$ cat config.mk
export PLATFORM = sky130hd
export DESIGN_NAME = pipeline_stall_ctrl_flat
export DESIGN_NICKNAME = d
export VERILOG_FILES = /design/src/rtl/pipe_ctrl_pkg.sv /design/src/rtl/pipeline_stall_ctrl_if.sv /design/src/rtl/pipeline_stall_ctrl_sat_counter.sv /design/src/rtl/pipeline_stall_ctrl.sv /design/src/flat_wrapper.sv
export SDC_FILE = /design/constraint.sdc
export NUM_CORES = 1
export LEC_CHECK = 0
export ABC_AREA = 0
export CAP_MARGIN = 10
export CELL_PAD_IN_SITES_DETAIL_PLACEMENT = 1
export CELL_PAD_IN_SITES_GLOBAL_PLACEMENT = 1
export CORE_MARGIN = 3
export CORE_UTILIZATION = 39
export CTS_CLUSTER_DIAMETER = 50
export CTS_CLUSTER_SIZE = 40
export DETAILED_ROUTE_END_ITERATION = 8
export GPL_TIMING_DRIVEN = 0
export PLACE_DENSITY_LB_ADDON = 0.1
export SKIP_CTS_REPAIR_TIMING = 1
export SLEW_MARGIN = 15
export SYNTH_ARGS = -nofsm -noshare
export SYNTH_HDL_FRONTEND = slang
export SYNTH_SLANG_ARGS = --single-unit
$ cat constraint.sdc
create_clock -name clk_i -period 2.4 [get_ports clk_i]
set_clock_uncertainty 0.05 [all_clocks]
set_input_delay 0.72 -clock clk_i [delete_from_list [all_inputs] [get_ports clk_i]]
set_output_delay 0.72 -clock clk_i [all_outputs]
set_load 0.01 [all_outputs]
$ cat src/rtl/pipe_ctrl_pkg.sv
// rtl/pipe_ctrl_pkg.sv - shared state encoding and defaults for the pipeline stall controller
package pipe_ctrl_pkg;

  typedef enum logic [1:0] {
    ST_RUN      = 2'd0,
    ST_MEM_WAIT = 2'd1,
    ST_ERROR    = 2'd2
  } state_e;

  localparam int TIMEOUT_DEF = 64;
  localparam int CNT_W_DEF   = 16;
  // Wide enough for the largest legal TIMEOUT (255).
  localparam int WAIT_W      = 8;

endpackage

$ cat src/rtl/pipeline_stall_ctrl_if.sv
// rtl/pipeline_stall_ctrl_if.sv - hazard/memory inputs and pipeline control outputs
interface pipeline_stall_ctrl_if
  import pipe_ctrl_pkg::*;
#(
  parameter int CNT_W = CNT_W_DEF
);

  logic             hazard_i;
  logic             flush_i;
  logic             mem_req_i;
  logic             mem_ack_i;
  logic             pc_write_o;
  logic             if_id_write_o;
  logic             if_id_flush_o;
  logic             id_ex_bubble_o;
  logic             pipe_hold_o;
  logic             err_o;
  logic [CNT_W-1:0] stall_cnt_o;

  modport master (
    output hazard_i, flush_i, mem_req_i, mem_ack_i,
    input  pc_write_o, if_id_write_o, if_id_flush_o, id_ex_bubble_o,
    input  pipe_hold_o, err_o, stall_cnt_o
  );

  modport slave (
    input  hazard_i, flush_i, mem_req_i, mem_ack_i,
    output pc_write_o, if_id_write_o, if_id_flush_o, id_ex_bubble_o,
    output pipe_hold_o, err_o, stall_cnt_o
  );

endinterface

$ cat src/rtl/pipeline_stall_ctrl_sat_counter.sv
// rtl/pipeline_stall_ctrl_sat_counter.sv - saturating up-counter with synchronous clear
module sat_counter #(
  parameter int WIDTH = 16
) (
  input  logic             clk_i,
  input  logic             rst_i,
  input  logic             inc,
  input  logic             clear,
  output logic [WIDTH-1:0] count
);

  logic [WIDTH-1:0] count_q, count_d;

  always_comb begin
    count_d = count_q;
    if (clear) begin
      count_d = '0;
    end else if (inc && (count_q != {WIDTH{1'b1}})) begin
      count_d = count_q + WIDTH'(1);
    end
  end

  always_ff @(posedge clk_i or negedge rst_i) begin
    if (!rst_i) begin
      count_q <= '0;
    end else begin
      count_q <= count_d;
    end
  end

  assign count = count_q;

endmodule

$ cat src/rtl/pipeline_stall_ctrl.sv
// rtl/pipeline_stall_ctrl.sv - RUN/MEM_WAIT/ERROR stall, bubble and flush control
module pipeline_stall_ctrl
  import pipe_ctrl_pkg::*;
#(
  parameter int TIMEOUT = TIMEOUT_DEF,
  parameter int CNT_W   = CNT_W_DEF
) (
  input  logic                 clk_i,
  input  logic                 rst_i,
  pipeline_stall_ctrl_if.slave bus
);

  localparam logic [WAIT_W-1:0] TIMEOUT_W = WAIT_W'(TIMEOUT);

  state_e            state_q, state_d;
  logic [WAIT_W-1:0] wait_q, wait_d, wait_inc;
  logic              err_q, err_d;
  logic              mem_stall, stall_hold, run_eval;
  logic              pc_write, if_id_write, if_id_flush, id_ex_bubble, pipe_hold;
  logic [CNT_W-1:0]  stall_cnt;

  assign mem_stall = bus.mem_req_i & ~bus.mem_ack_i;
  assign wait_inc  = wait_q + WAIT_W'(1);

  always_comb begin
    state_d      = state_q;
    wait_d       = wait_q;
    stall_hold   = 1'b0;
    run_eval     = 1'b0;
    pc_write     = 1'b1;
    if_id_write  = 1'b1;
    if_id_flush  = 1'b0;
    id_ex_bubble = 1'b0;
    pipe_hold    = 1'b0;

    unique case (state_q)
      ST_RUN: begin
        if (mem_stall) begin
          stall_hold = 1'b1;
          state_d    = ST_MEM_WAIT;
          // The request cycle itself is the first wait cycle.
          wait_d     = WAIT_W'(1);
        end else begin
          run_eval = 1'b1;
        end
      end
      ST_MEM_WAIT: begin
        if (bus.mem_ack_i) begin
          run_eval = 1'b1;
          state_d  = ST_RUN;
          wait_d   = '0;
        end else begin
          stall_hold = 1'b1;
          wait_d     = wait_inc;
          if (wait_inc >= TIMEOUT_W) begin
            state_d = ST_ERROR;
          end
        end
      end
      ST_ERROR: begin
        stall_hold = 1'b1;
      end
      default: begin
        state_d = ST_RUN;
        wait_d  = '0;
      end
    endcase

    // Memory stall outranks hazard, and hazard outranks flush.
    if (stall_hold) begin
      pc_write    = 1'b0;
      if_id_write = 1'b0;
      pipe_hold   = 1'b1;
    end else if (run_eval && bus.hazard_i) begin
      pc_write     = 1'b0;
      if_id_write  = 1'b0;
      id_ex_bubble = 1'b1;
    end else if (run_eval && bus.flush_i) begin
      if_id_flush = 1'b1;
    end

    if (!rst_i) begin
      pc_write     = 1'b1;
      if_id_write  = 1'b1;
      if_id_flush  = 1'b0;
      id_ex_bubble = 1'b0;
      pipe_hold    = 1'b0;
    end
  end

  assign err_d = err_q | (state_d == ST_ERROR);

  always_ff @(posedge clk_i or negedge rst_i) begin
    if (!rst_i) begin
      state_q <= ST_RUN;
      wait_q  <= '0;
      err_q   <= 1'b0;
    end else begin
      state_q <= state_d;
      wait_q  <= wait_d;
      err_q   <= err_d;
    end
  end

  sat_counter #(
    .WIDTH (CNT_W)
  ) u_stall_cnt (
    .clk_i (clk_i),
    .rst_i (rst_i),
    .inc   (~pc_write),
    .clear (1'b0),
    .count (stall_cnt)
  );

  assign bus.pc_write_o     = pc_write;
  assign bus.if_id_write_o  = if_id_write;
  assign bus.if_id_flush_o  = if_id_flush;
  assign bus.id_ex_bubble_o = id_ex_bubble;
  assign bus.pipe_hold_o    = pipe_hold;
  assign bus.err_o          = err_q;
  assign bus.stall_cnt_o    = stall_cnt;

endmodule

$ cat src/flat_wrapper.sv
// flat-port wrapper written by rule: the top's interface ports become plain ports
module pipeline_stall_ctrl_flat import pipe_ctrl_pkg::*;
#(
  parameter int TIMEOUT = TIMEOUT_DEF,
  parameter int CNT_W   = CNT_W_DEF
)
  (clk_i, rst_i, bus_hazard_i, bus_flush_i, bus_mem_req_i, bus_mem_ack_i, bus_pc_write_o, bus_if_id_write_o, bus_if_id_flush_o, bus_id_ex_bubble_o, bus_pipe_hold_o, bus_err_o, bus_stall_cnt_o);
  pipeline_stall_ctrl_if #(.CNT_W(CNT_W)) bus_i ();
  input  logic clk_i;
  input  logic rst_i;
  input wire logic [$bits(bus_i.hazard_i)-1:0] bus_hazard_i;
  input wire logic [$bits(bus_i.flush_i)-1:0] bus_flush_i;
  input wire logic [$bits(bus_i.mem_req_i)-1:0] bus_mem_req_i;
  input wire logic [$bits(bus_i.mem_ack_i)-1:0] bus_mem_ack_i;
  output wire logic [$bits(bus_i.pc_write_o)-1:0] bus_pc_write_o;
  output wire logic [$bits(bus_i.if_id_write_o)-1:0] bus_if_id_write_o;
  output wire logic [$bits(bus_i.if_id_flush_o)-1:0] bus_if_id_flush_o;
  output wire logic [$bits(bus_i.id_ex_bubble_o)-1:0] bus_id_ex_bubble_o;
  output wire logic [$bits(bus_i.pipe_hold_o)-1:0] bus_pipe_hold_o;
  output wire logic [$bits(bus_i.err_o)-1:0] bus_err_o;
  output wire logic [$bits(bus_i.stall_cnt_o)-1:0] bus_stall_cnt_o;
  assign bus_i.hazard_i = bus_hazard_i;
  assign bus_i.flush_i = bus_flush_i;
  assign bus_i.mem_req_i = bus_mem_req_i;
  assign bus_i.mem_ack_i = bus_mem_ack_i;
  assign bus_pc_write_o = bus_i.pc_write_o;
  assign bus_if_id_write_o = bus_i.if_id_write_o;
  assign bus_if_id_flush_o = bus_i.if_id_flush_o;
  assign bus_id_ex_bubble_o = bus_i.id_ex_bubble_o;
  assign bus_pipe_hold_o = bus_i.pipe_hold_o;
  assign bus_err_o = bus_i.err_o;
  assign bus_stall_cnt_o = bus_i.stall_cnt_o;
  pipeline_stall_ctrl #(.TIMEOUT(TIMEOUT), .CNT_W(CNT_W)) u_core (.clk_i(clk_i), .rst_i(rst_i), .bus(bus_i));
endmodule
-- Yosys cells after proc, flatten, opt, wreduce, memory -nomap -nowiden
Index checks and enable logic that the tools add are counted.
- $add $sub $neg: 2
- order comparisons: 1
- eq/ne operators: 5
- muxes and demuxes: 25
- bitwise logic cells: 5
- reduce and logical (&&, ||, !) cells: 5
- operator list (cell ; count):
    8-bit case mux with 3 select lines ; 1
    16-bit by 1-bit adder with 16-bit output, second input constant ; 1
    1-bit 2-to-1 mux ; 16
    8-bit 2-to-1 mux ; 2
    16-bit != test, second input constant ; 1
    8-bit by 1-bit adder with 8-bit output, second input constant ; 1
    8-bit by 7-bit greater-or-equal comparator with 1-bit output, second input constant ; 1
    2-bit 2-to-1 mux ; 3
    2-bit case mux with 3 select lines ; 1
    2-bit == test, second input constant ; 2
    1-bit logical AND ; 3
    1-bit NOT ; 3
    1-bit case mux with 3 select lines ; 1
    2-bit by 1-bit == test with 1-bit output, second input constant ; 1
    2-bit zero test ; 1
    2-bit by 1-bit != test with 1-bit output, second input constant ; 1
    1-bit case mux with 2 select lines ; 1
    2-bit AND reduction ; 1
    1-bit bitwise AND ; 1
    1-bit bitwise OR ; 1
- register bits: 27
- output and inout bits: 22
- logic and storage cells: 47

-- Logic depth before layout (Yosys ltp)
- depth after elaboration: 10
- gate-level depth with buffers: 6
- gate-level depth less buffers: 5

-- Modules after synthesis
Synthesis repeated with hierarchy kept, for this count alone.
- cells, all modules: 167
- area, all modules: 1584.0 um2
- by module, submodules not included (module ; times used ; cells each ; area each (um2)):
    sat_counter ; 1 ; 98 ; 942.2
    pipeline_stall_ctrl ; 1 ; 69 ; 641.9

-- Least setup slack after synthesis
Ideal clock, no wire load.
- kind: input -> output
- from: input bus_mem_req_i
- to: output bus_pc_write_o
- data arrival time: 1.581 ns
- setup slack: 0.049 ns
- cell stages on the path: 4
- path buffers: 2
- cells stage by stage: o21ba_2 > o311ai_4 > buf_4 > buf_4
- longest elaborated chain between the ends: 7
- elaborated cells between the ends (all ways): 9
- those cells by class: mux (7); bitwise (1); reduce/logical (1)
- RTL lines (what ; line ; text):
    from (decl) ; flat_wrapper.sv:13 ; input wire logic [$bits(bus_i.mem_req_i)-1:0] bus_mem_req_i;
    1-bit bitwise AND (*) ; pipeline_stall_ctrl.sv:22 ; assign mem_stall = bus.mem_req_i & ~bus.mem_ack_i;
    1-bit 2-to-1 mux ; pipeline_stall_ctrl.sv:38 ; if (mem_stall) begin
    1-bit case mux with 2 select lines ; pipeline_stall_ctrl.sv:36 ; unique case (state_q)
    1-bit logical AND ; pipeline_stall_ctrl.sv:74 ; end else if (run_eval && bus.hazard_i) begin
    1-bit 2-to-1 mux ; n/a ;
    1-bit 2-to-1 mux (*) (2 in a row) ; n/a ;
    to (decl) ; flat_wrapper.sv:15 ; output wire logic [$bits(bus_i.pc_write_o)-1:0] bus_pc_write_o;
Every way passes the cells marked *; elsewhere a longest branch is shown, timed or not.

-- Worst setup path in the final report
- from: input bus_mem_req_i
- to: output bus_pc_write_o
- longest elaborated chain between the ends: 7
- elaborated cells between the ends (all ways): 9
- those cells by class: mux (7); bitwise (1); reduce/logical (1)
- RTL lines (what ; line ; text):
    1-bit bitwise AND (*) ; pipeline_stall_ctrl.sv:22 ;
    1-bit 2-to-1 mux ; pipeline_stall_ctrl.sv:38 ;
    1-bit case mux with 2 select lines ; pipeline_stall_ctrl.sv:36 ;
    1-bit logical AND ; pipeline_stall_ctrl.sv:74 ;
    1-bit 2-to-1 mux ; pipeline_stall_ctrl.sv:74 ;
    1-bit 2-to-1 mux (*) ; pipeline_stall_ctrl.sv:70 ; if (stall_hold) begin
    1-bit 2-to-1 mux (*) ; pipeline_stall_ctrl.sv:82 ; if (!rst_i) begin
Marks and branches as above.

==> flow_summary.yaml <==
place:
  io_buffers: 27
  dp_cells: 216
  pre_cts_ws_ns: -1.11
  dp_hpwl_mm: 2.53
  place_area_sq_mm: 0.00179
  place_congestion: 0.819
cells_and_area:
  fin_cells: 230
  final_cell_mix: "dfrtp_1, clkdlybuf4s50_1, nand2_1, xor2_1"
  fin_nets: 193
  syn_to_final_growth_pct: 32.3
  post-route-util: 0.561
  drive_gt1_frac: 0.179
  final_area_sq_mm: 0.00194
  final_common_cell: "dfrtp_1"
  num_antenna_cells: 0
job:
  max-cap-violations: 0
sta:
  finalMaxSlewViolations: 0
  finalSetupViolCount: 2
  fin_crit_sh: 1.04
  layout_setup_ws_ns: -0.107
  finalHoldViolations: 0
  max_slew_margin: 0.535
  finalCriticalPeriod_ns: 2.51
  fmax_mhz: 399
  rsz0062_at_grt: "true"
  worst_pin_slew_ns: 0.691
clocking:
  cts_buffers: 3
  clkLatencyLatePin_ns: 0.27
  clk_path_buf_depth: 2
  path_clk_slew_ns: 0.09
  clock-sinks: 27
  root_buffer: "clkbuf_8"
  cts_tree: "yes"
  htreeDepth: 1
routing:
  routed_wl_mm: 3.60
  drt_iter0_markers: 47
  wire_per_inst_um: 15.7
  ant_nets: 0
  drc_errors: 0
  vias: 1257
  vias_per_cell: 5.47
  drtPass1Iterations: 4
yosys:
  synth_top_cell_by_area: "dfrtp_1"
  synthMuxAreaShare: 0.0374
  synthSimpleGateAreaFrac: 0.239
  synth_top_area_frac: 0.460
  yosysWarnings: 0
  ys_seq_area_frac: 0.460
  synth_top_family_by_area: "simple AND/OR/NAND/NOR gates"
  synth_compound_area_frac: 0.130
  synth-seq-cells: 27
  synth_cells: 143
  synth_nets: 151
  synthXorXnorAreaFrac: 0.0834
  synth_edf_count: 0
  ys_dominant_reg_cell: "dfrtp_1"
  avgSynthCellArea_sq_um: 10.3
  syn-cell-area_sq_mm: 0.00147
  async_flop_share: 1.00
  netlist-cell-type-count: 38
  synthAdderAreaFrac: 0.0170
  synth_area_leaders: "dfrtp_1, xor2_1, nand2_1, o21ai_0, mux2_2"
critical_path:
  crit_chain: "buf_8, o21ba_4, o311ai_4, buf_6, buf_6, buf_6"
  crit_fanout: 4
  path_common_cell: "buf_6"
  max_stage_delay_ns: 0.34
  required_ns: 1.63
  slowest_stage: "o311ai_4"
  cp.arrival_ns: 1.74
  cp-end-kind: "primary output"
  worstSetupPathType: "in -> out"
  start_kind: "input port"
floorplan:
  die_area_sq_mm: 0.00454
  fp.dieW_um: 67.4
  num_rows: 21
  start_util: 0.424
  die_h_um: 67.4
  ios: 28
  coreArea_sq_mm: 0.00347
grt:
  grt_first_pass_wirelength_mm: 6.01
  grt_max_degree: 32
  first_global_vias: 1274
  gr-total-overflow: 0
  grtUsageTotal: 0.171
  antenna_found_initial: 0
status:
  status: "complete, but fails checks"
  violations: "negative setup slack"
power_and_ir_drop:
  p_leak_nw: 0.888
  vdd.ir_drop.worst_mv: 0.378
  finalPower_mw: 1.19
  p_per_area_mw_per_mm2: 610
min_path:
  hold_path.class: "in -> async"
[critical path: cells and delay by family]
family / cells / cell delay (ns)
compound gates: 2 / 0.56
buf+inv: 4 / 0.45
[logic make-up (layout without fill, tap and decap cells)]
family,after synthesis,in the layout
compound gates,26,26
xor+xnor,14,14
fa+ha+maj,2,2
simple gates,62,62
buf+inv,7,48
flops,27,27
mux,5,5
[per-stage QoR]
stage,hold WS (ns),TNS [ns]
global placement,0.430,-24.05
finish,0.258,-0.200
global route,0.273,-0.284
CTS,0.466,-4.02
floorplan,0.374,0
detailed placement,0.451,-5.33
[cell type report]
| cell class | count | area, sq um |
|---|---|---|
| Clock buffer | 4 | 45.0 |
| Tap cell | 46 | 57.6 |
| Buffer | 4 | 45.0 |
| Inverter | 3 | 11.3 |
| Multi-Input combinational cell | 109 | 759 |
| Sequential cell | 27 | 676 |
| Timing Repair Buffer | 37 | 350 |
| Fill cell | 409 | 1520 |
[cells in the mapped netlist, types with 3 or more instances]
master / number
a21oi_1: 3
and3_1: 4
dfrtp_1: 27
inv_1: 3
mux2_2: 4
nand2_1: 14
nand3_1: 8
nand4_1: 5
nor2_1: 9
nor3_1: 3
nor4_1: 4
o21ai_0: 9
o31ai_1: 3
xor2_1: 12
[final timing paths]
path | end | slack [ns] | startpoint | cells after the start
hold / removal | u_core.wait_q[5] | 0.26 | rst_i | 1
setup reg to reg | u_core.u_stall_cnt.count[6] | 0.32 | u_core.state_q[0] | 9
min in group clk_i | u_core.wait_q[3] | 0.46 | u_core.wait_q[3] | 1
setup / recovery | bus_pc_write_o | -0.11 | bus_mem_req_i | 6
max in group asynchronous | u_core.u_stall_cnt.count[9] | 1.81 | rst_i | 1
hold reg to reg | u_core.wait_q[3] | 0.46 | u_core.wait_q[3] | 1
[sequential cells by signal, indices dropped and copies added, names as in the netlist]
register,count
u_core.bus.err_o,1
u_core.state_q,2
u_core.u_stall_cnt.count,16
u_core.wait_q,8
[where the power goes]
part / internal (mW) / switching [mW] / total (mW)
registers: 0.513 / 0.0736 / 0.586
logic: 0.193 / 0.143 / 0.337
clock network: 0.119 / 0.144 / 0.263
[layer usage]
metal / vias to the layer above / part of all wire / track usage
met4: 0 / 0.0044 / 0.0380
met5: - / 0 / 0
met3: 2 / 0.032 / 0.0283
met1: 617 / 0.51 / 0.245
li1: 611 / - / -
met2: 27 / 0.46 / 0.270
Power figures use the tool's default switching activity.
